<file path="src/rtl/atm_session_ctrl.sv">
// atm_session_ctrl
//   Session sequencer in front of the account/PIN authenticator:
//   card insert -> account FIND -> PIN AUTHENTICATE -> active session -> de-auth.
//   Requests to the authenticator are driven from registers, and the response
//   (auth_ok/auth_idx) is sampled two cycles later, in the *_CHK state.
//   Owns the PIN retry count, the idle timeout and (optionally) per-account lockout.
//
// Optional feature macro: ATM_LOCKOUT_EN
//   defined   : MAX_TRIES failed PINs lock the account until reset; later FINDs on it end with LOCKED.
//   undefined : no lockout bitmap; MAX_TRIES failures only end the current insertion with LOCKED.
//
// Ports
//   clk, rst_n                     clock, synchronous active-low reset
//   card_insert, card_acc[3:0]     card reader pulse + account number
//   pin_valid, pin_in[3:0]         keypad pulse + PIN
//   activity, logout               user activity (reloads idle timer) / user logout pulse
//   auth_ok, auth_idx[3:0]         authenticator response (wasSuccessful / accIndex)
//   auth_acc[3:0], auth_pin[3:0]   authenticator request (acc_number / pin)
//   auth_action, auth_deauth       authenticator action (0 FIND, 1 AUTHENTICATE) / deAuth pulse
//   pin_prompt, session_active     status: waiting for PIN / session open
//   session_acc[3:0]               authenticated account index
//   done, err_code[2:0]            end-of-attempt pulse + result code (held until next done)
//
// Done/err_code are registered: they appear in the first cycle of the state that
// follows the deciding cycle (e.g. together with pin_prompt after a bad PIN).

module atm_session_ctrl #(
    parameter int unsigned MAX_TRIES      = 3,
    parameter int unsigned TIMEOUT_CYCLES = 1000,
    parameter int unsigned TIMER_W        = 10,
    parameter int unsigned NUM_ACCOUNTS   = 4,
    localparam int unsigned ACC_W         = 4,
    localparam int unsigned PIN_W         = 4,
    localparam int unsigned IDX_W         = 4,
    localparam int unsigned ERR_W         = 3
) (
    input  logic             clk,
    input  logic             rst_n,
    input  logic             card_insert,
    input  logic [ACC_W-1:0] card_acc,
    input  logic             pin_valid,
    input  logic [PIN_W-1:0] pin_in,
    input  logic             activity,
    input  logic             logout,
    input  logic             auth_ok,
    input  logic [IDX_W-1:0] auth_idx,
    output logic [ACC_W-1:0] auth_acc,
    output logic [PIN_W-1:0] auth_pin,
    output logic             auth_action,
    output logic             auth_deauth,
    output logic             pin_prompt,
    output logic             session_active,
    output logic [IDX_W-1:0] session_acc,
    output logic             done,
    output logic [ERR_W-1:0] err_code
);

    localparam int unsigned TRY_W = 3;

    localparam logic [TIMER_W-1:0] TIMER_LOAD = TIMER_W'(TIMEOUT_CYCLES - 1);
    localparam logic [TRY_W-1:0]   TRY_LIMIT  = TRY_W'(MAX_TRIES);

    localparam logic [ERR_W-1:0] ERR_OK      = ERR_W'(0);
    localparam logic [ERR_W-1:0] ERR_NO_ACCT = ERR_W'(1);
    localparam logic [ERR_W-1:0] ERR_BAD_PIN = ERR_W'(2);
    localparam logic [ERR_W-1:0] ERR_LOCKED  = ERR_W'(3);
    localparam logic [ERR_W-1:0] ERR_TIMEOUT = ERR_W'(4);

    typedef enum logic [2:0] {
        S_IDLE     = 3'd0,
        S_FIND_REQ = 3'd1,
        S_FIND_CHK = 3'd2,
        S_PIN_WAIT = 3'd3,
        S_AUTH_REQ = 3'd4,
        S_AUTH_CHK = 3'd5,
        S_SESSION  = 3'd6,
        S_LOGOUT   = 3'd7
    } state_t;

    state_t             state_q, state_d;
    logic [TRY_W-1:0]   try_q, try_d;
    logic [TIMER_W-1:0] timer_q, timer_d;

    logic [ACC_W-1:0]   acc_d;
    logic [PIN_W-1:0]   pin_d;
    logic               action_d;
    logic               deauth_d;
    logic               prompt_d;
    logic               active_d;
    logic [IDX_W-1:0]   sess_acc_d;
    logic               done_d;
    logic [ERR_W-1:0]   err_d;

    logic [TRY_W-1:0]   try_inc;
    logic               timer_zero;
    logic               acct_locked;

    assign try_inc    = try_q + TRY_W'(1);
    assign timer_zero = (timer_q == '0);

`ifdef ATM_LOCKOUT_EN
    // Lockout bitmap: index captured at FIND, bit set on the final failed PIN.
    logic [NUM_ACCOUNTS-1:0] locked_q;
    logic [IDX_W-1:0]        lock_idx_q;

    always_ff @(posedge clk) begin
        if (!rst_n) begin
            locked_q   <= '0;
            lock_idx_q <= '0;
        end else begin
            if (state_q == S_FIND_CHK) begin
                lock_idx_q <= auth_idx;
            end
            if ((state_q == S_AUTH_CHK) && !auth_ok && (try_inc == TRY_LIMIT)) begin
                for (int unsigned i = 0; i < NUM_ACCOUNTS; i++) begin
                    if (lock_idx_q == IDX_W'(i)) begin
                        locked_q[i] <= 1'b1;
                    end
                end
            end
        end
    end

    // Out-of-range indices are never locked.
    always_comb begin
        acct_locked = 1'b0;
        for (int unsigned i = 0; i < NUM_ACCOUNTS; i++) begin
            if (locked_q[i] && (auth_idx == IDX_W'(i))) begin
                acct_locked = 1'b1;
            end
        end
    end
`else
    assign acct_locked = 1'b0;
`endif

    // State and output registers.
    always_ff @(posedge clk) begin
        if (!rst_n) begin
            state_q        <= S_IDLE;
            try_q          <= '0;
            timer_q        <= '0;
            auth_acc       <= '0;
            auth_pin       <= '0;
            auth_action    <= 1'b0;
            auth_deauth    <= 1'b0;
            pin_prompt     <= 1'b0;
            session_active <= 1'b0;
            session_acc    <= '0;
            done           <= 1'b0;
            err_code       <= '0;
        end else begin
            state_q        <= state_d;
            try_q          <= try_d;
            timer_q        <= timer_d;
            auth_acc       <= acc_d;
            auth_pin       <= pin_d;
            auth_action    <= action_d;
            auth_deauth    <= deauth_d;
            pin_prompt     <= prompt_d;
            session_active <= active_d;
            session_acc    <= sess_acc_d;
            done           <= done_d;
            err_code       <= err_d;
        end
    end

    // Next-state and next-output logic.
    always_comb begin
        state_d    = state_q;
        try_d      = try_q;
        timer_d    = timer_q;
        acc_d      = auth_acc;
        pin_d      = auth_pin;
        action_d   = auth_action;
        sess_acc_d = session_acc;
        done_d     = 1'b0;
        err_d      = err_code;

        case (state_q)
            S_IDLE: begin
                if (card_insert) begin
                    acc_d    = card_acc;
                    action_d = 1'b0;
                    try_d    = '0;
                    state_d  = S_FIND_REQ;
                end
            end

            S_FIND_REQ: state_d = S_FIND_CHK;

            S_FIND_CHK: begin
                if (!auth_ok) begin
                    done_d  = 1'b1;
                    err_d   = ERR_NO_ACCT;
                    state_d = S_IDLE;
                end else if (acct_locked) begin
                    done_d  = 1'b1;
                    err_d   = ERR_LOCKED;
                    state_d = S_IDLE;
                end else begin
                    timer_d = TIMER_LOAD;
                    state_d = S_PIN_WAIT;
                end
            end

            // A PIN arriving in the expiry cycle still counts.
            S_PIN_WAIT: begin
                if (pin_valid) begin
                    pin_d    = pin_in;
                    action_d = 1'b1;
                    state_d  = S_AUTH_REQ;
                end else if (timer_zero) begin
                    done_d  = 1'b1;
                    err_d   = ERR_TIMEOUT;
                    state_d = S_LOGOUT;
                end else begin
                    timer_d = timer_q - TIMER_W'(1);
                end
            end

            S_AUTH_REQ: state_d = S_AUTH_CHK;

            S_AUTH_CHK: begin
                done_d = 1'b1;
                if (auth_ok) begin
                    sess_acc_d = auth_idx;
                    err_d      = ERR_OK;
                    timer_d    = TIMER_LOAD;
                    state_d    = S_SESSION;
                end else begin
                    try_d = try_inc;
                    if (try_inc == TRY_LIMIT) begin
                        err_d   = ERR_LOCKED;
                        state_d = S_LOGOUT;
                    end else begin
                        err_d   = ERR_BAD_PIN;
                        timer_d = TIMER_LOAD;
                        state_d = S_PIN_WAIT;
                    end
                end
            end

            // Logout beats activity; activity in the expiry cycle keeps the session.
            S_SESSION: begin
                if (logout) begin
                    done_d  = 1'b1;
                    err_d   = ERR_OK;
                    state_d = S_LOGOUT;
                end else if (activity) begin
                    timer_d = TIMER_LOAD;
                end else if (timer_zero) begin
                    done_d  = 1'b1;
                    err_d   = ERR_TIMEOUT;
                    state_d = S_LOGOUT;
                end else begin
                    timer_d = timer_q - TIMER_W'(1);
                end
            end

            S_LOGOUT: begin
                sess_acc_d = '0;
                pin_d      = '0;
                try_d      = '0;
                state_d    = S_IDLE;
            end

            default: state_d = S_IDLE;
        endcase

        // Status outputs follow the state being entered so they line up with it.
        prompt_d = (state_d == S_PIN_WAIT);
        active_d = (state_d == S_SESSION);
        deauth_d = (state_d == S_LOGOUT);
    end

endmodule

</file>
<file path="config.mk">
export PLATFORM = sky130hd
export DESIGN_NAME = atm_session_ctrl
export DESIGN_NICKNAME = d
export VERILOG_FILES = /design/src/rtl/atm_session_ctrl.sv
export SDC_FILE = /design/constraint.sdc
export NUM_CORES = 1
export LEC_CHECK = 0
export BUFFER_PORTS_ARGS = -buffer_cell sky130_fd_sc_hd__buf_2
export CAP_MARGIN = 5
export CORE_MARGIN = 2
export CORE_UTILIZATION = 40
export DETAILED_ROUTE_END_ITERATION = 16
export GPL_ROUTABILITY_DRIVEN = 0
export SETUP_SLACK_MARGIN = 0.05
export SYNTH_ARGS = -nofsm -noshare
export SYNTH_HDL_FRONTEND = slang
export SYNTH_SLANG_ARGS = --single-unit
</file>
<file path="constraint.sdc">
create_clock -name clk -period 2.2 [get_ports clk]
set_input_delay 0.22 -clock clk [delete_from_list [all_inputs] [get_ports clk]]
set_output_delay 0.22 -clock clk [all_outputs]
set_load 0.01 [all_outputs]
</file>
==> flow_summary.ini <==
[status]
status = finished clean

[setup_path]
critical_path.top_delay_family = simple AND/OR/NAND/NOR gates
worst_r2r_endpoint = timer_q[7]
critical_path.cell_chain = inv_1 -> ha_1 -> or4b_4 -> nor3_4 -> buf_4 -> nor2_1 -> a211o_1 -> and3_1
r2r_slack_ns = 0.18
end_kind = register
critical_path_arrival_ns = 2.21
critPathMaxFanout = 10
rr_startpoint = timer_q[0]
criticalPathCategory = reg2reg
worst-r2r-cell-count = 8
critPathLaunchType = register
crit_cells = 8
critical_path.n_buffers_inverters = 2
cp_slowest_cell = sky130_fd_sc_hd__or4b_4
critical_path.max_stage_delay_ns = 0.49
worst_path_required_time_ns = 2.39

[synthesis]
avgSynthCellArea_um2 = 8.31
synth_flop_cell = sky130_fd_sc_hd__dfxtp_1
synthesis.nets = 239
netlist_instances = 217
yosys_warnings = 0
yosys.area.top_type = sky130_fd_sc_hd__dfxtp_1
synth.top_cells.by_count = sky130_fd_sc_hd__dfxtp_1, sky130_fd_sc_hd__nor2_1, sky130_fd_sc_hd__a21oi_1
synth_sequential_area_ratio_pct = 39.9
yosysUniqueCellTypes = 46
post-synth-top-area-fraction_pct = 39.9
synth.most_common_cell = sky130_fd_sc_hd__dfxtp_1
synth.area.top_cells = sky130_fd_sc_hd__dfxtp_1, sky130_fd_sc_hd__a21oi_1, sky130_fd_sc_hd__nor2_1, sky130_fd_sc_hd__nand3_1, sky130_fd_sc_hd__nand2_1
synth-seq-cells = 36
synth_edf_count = 0
synth_async_sr_flop_share_pct = 0
netlist_area_mm2 = 0.00180

[finish]
finish.net_count = 285
layout.cell_area.non_filler_mm2 = 0.00225
num_antenna_cells = 0
final_cell_count_no_fill = 316
syn2layout_area_growth_pct = 24.8
fillCellCount = 413
layout-drive-gt1-share_pct = 26.1
utilization_pct = 51.7

[min_path]
hold_path_end = auth_pin[2]
hold_path_class = in2reg
hold_start = pin_in[2]
whs_path_depth = 3

[grt]
number_of_global_route_vias_before_repair = 1697
global_route.overflow_total = 0
grt_start_max_net_pins = 17
antenna_found_initial = 0
groute.usage.overall_pct = 18.9
grt_first_pass_wirelength_um = 7690

[power]
vdd_drop_max_v = 0.000418
power_leakage_nw = 0.980
power.density_mw_per_mm2 = 682

[sta]
timing.final.crit_share_pct = 91.8
worstMarginPinSlew_ns = 0.605
clock-skew-final_ns = 0.00299
slew_viol_final = 0
rsz_0062_raised_after_global_routing = no
worst_slack_ns = 0.181
period_needed_ns = 2.02
hold_violations = 0
tns_ns = 0
maxSlewHeadroom_pct = 59.7
maxClockFrequency_mhz = 495
setup-violations-final = 0

[drt]
wl_met2_um = 1970
m1WireLength_um = 2070
drt_first_pass_iters = 4
dr.max_layer_used = met4
ant_nets = 0
vias = 1790
met3_length_um = 243
remaining_drc_errors = 0
route.final.wire_length_um = 4340
avgRoutedWirePerCell_um = 13.7
first_iter_violations = 113
via_count_normalized_by_instance_count = 5.66

[placed_design]
port_buffers = 38
dp_hpwl_um = 3160
place_inst = 308
dpl-instance-area_mm2 = 0.00211
preCtsSetupSlack_ns = 0.163

[clock_network]
tritoncts_num_sinks = 36
cts_max_level = 2
ctsLongestPathBuffers = 2
post_cts_resized = 0
cts.hold.buffers_added = 0
tritoncts = done
path_clk_slew_ns = 0.07
tritoncts.num_buffers = 5
worst_skew_pair.late_latency_ns = 0.29
post-cts-setup-buffers = 0
root_buffer = sky130_fd_sc_hd__clkbuf_8

[floorplanning]
placement_row_count = 24
core_area_mm2 = 0.00435
die-width_um = 71.2
die_y_um = 71.2
ioPinCount = 39
die_area_mm2 = 0.00506
initial_core_utilization_pct = 41.4

[flow_run]
drv.max_cap_violation_count = 0
-- metrics by stage --
stage          hold slack, ns  power, mW
2_1_floorplan           0.358      0.865
3_3_place_gp            0.443      0.958
3_5_place_dp            0.447      0.958
4_1_cts                 0.157       1.54
5_1_grt                 0.188       1.61
6_report                0.164       1.54
-- cells in the final DEF (no fill, tap or decap), drive strengths merged, types with 2 or more instances in the layout --
cell type,netlist,routed
buf,3,52
dfxtp,36,36
nor2,21,21
a21oi,18,18
nand2,16,16
nand3,12,12
o21ai,10,10
inv,9,9
nor3,6,6
a22oi,5,5
a31oi,5,5
o211a,5,5
a21boi,5,5
clkbuf,10,5
nor3b,4,4
nor2b,4,4
nand2b,3,3
o211ai,3,3
nor4,3,3
nand4,3,3
ha,3,3
a32oi,3,3
and3b,2,2
and2,2,2
or4,2,2
nand3b,2,2
o21bai,2,2
nor4b,2,2
a211o,2,2
and3,2,2
a2111oi,2,2
-- worst register-to-register path, cell delays in order, from the launching register on --
cell and delay, ns:
sky130_fd_sc_hd__dfxtp_1 0.34, sky130_fd_sc_hd__inv_1 0.06, sky130_fd_sc_hd__ha_1 0.15, sky130_fd_sc_hd__or4b_4 0.49, sky130_fd_sc_hd__nor3_4 0.17, sky130_fd_sc_hd__buf_4 0.20
sky130_fd_sc_hd__nor2_1 0.07, sky130_fd_sc_hd__a211o_1 0.28, sky130_fd_sc_hd__and3_1 0.15
-- sequential cells by signal (all words and copies together) (netlist names) --
register        count
session_acc         4
state_q             3
auth_deauth         1
auth_acc            4
try_q               3
auth_pin            4
done                1
session_active      1
pin_prompt          1
err_code            3
auth_action         1
timer_q            10
-- logic make-up (layout without fill, tap and decap cells) --
logic type / after synthesis / count (layout) / share of synthesized area [%]
fa+ha+maj: 3 / 3 / 2.08
buf+inv: 22 / 69 / 4.72
simple gates: 88 / 88 / 26.9
compound gates: 67 / 67 / 25.9
xor+xnor: 1 / 1 / 0.486
flops: 36 / 36 / 39.9
-- how the worst max path moves through the flow --
stage	to	startpoint	slack [ns]
final	timer_q[7]	timer_q[0]	0.18
after global routing	err_code[0]	timer_q[0]	0.05
after CTS	auth_deauth	timer_q[0]	0.12
after detailed placement	timer_q[7]	timer_q[0]	0.16
after global placement	auth_deauth	timer_q[0]	0.20
after floorplan	timer_q[7]	timer_q[0]	0.17
-- cell type report --
class	instances	area, µm²	area share [%]
Multi-Input combinational cell	159	1030	45.6
Sequential cell	36	721	32.0
Tap cell	52	65.1	2.89
Timing Repair Buffer	52	295	13.1
Clock inverter	3	42.5	1.89
Inverter	9	33.8	1.50
Clock buffer	5	68.8	3.06
-- routing by layer --
metal	vias to the layer above	GRT usage (%)
li1	896	-
met1	830	24.9
met2	58	30.8
met3	6	3.85
met4	0	6.92
met5	-	0
-- power by group --
group	switching (mW)	total, mW	internal [mW]
combinational	0.145	0.258	0.113
clock	0.249	0.585	0.335
sequential	0.0209	0.693	0.673
total	0.415	1.54	1.12
No activity file was read; power rests on OpenSTA's default activity.
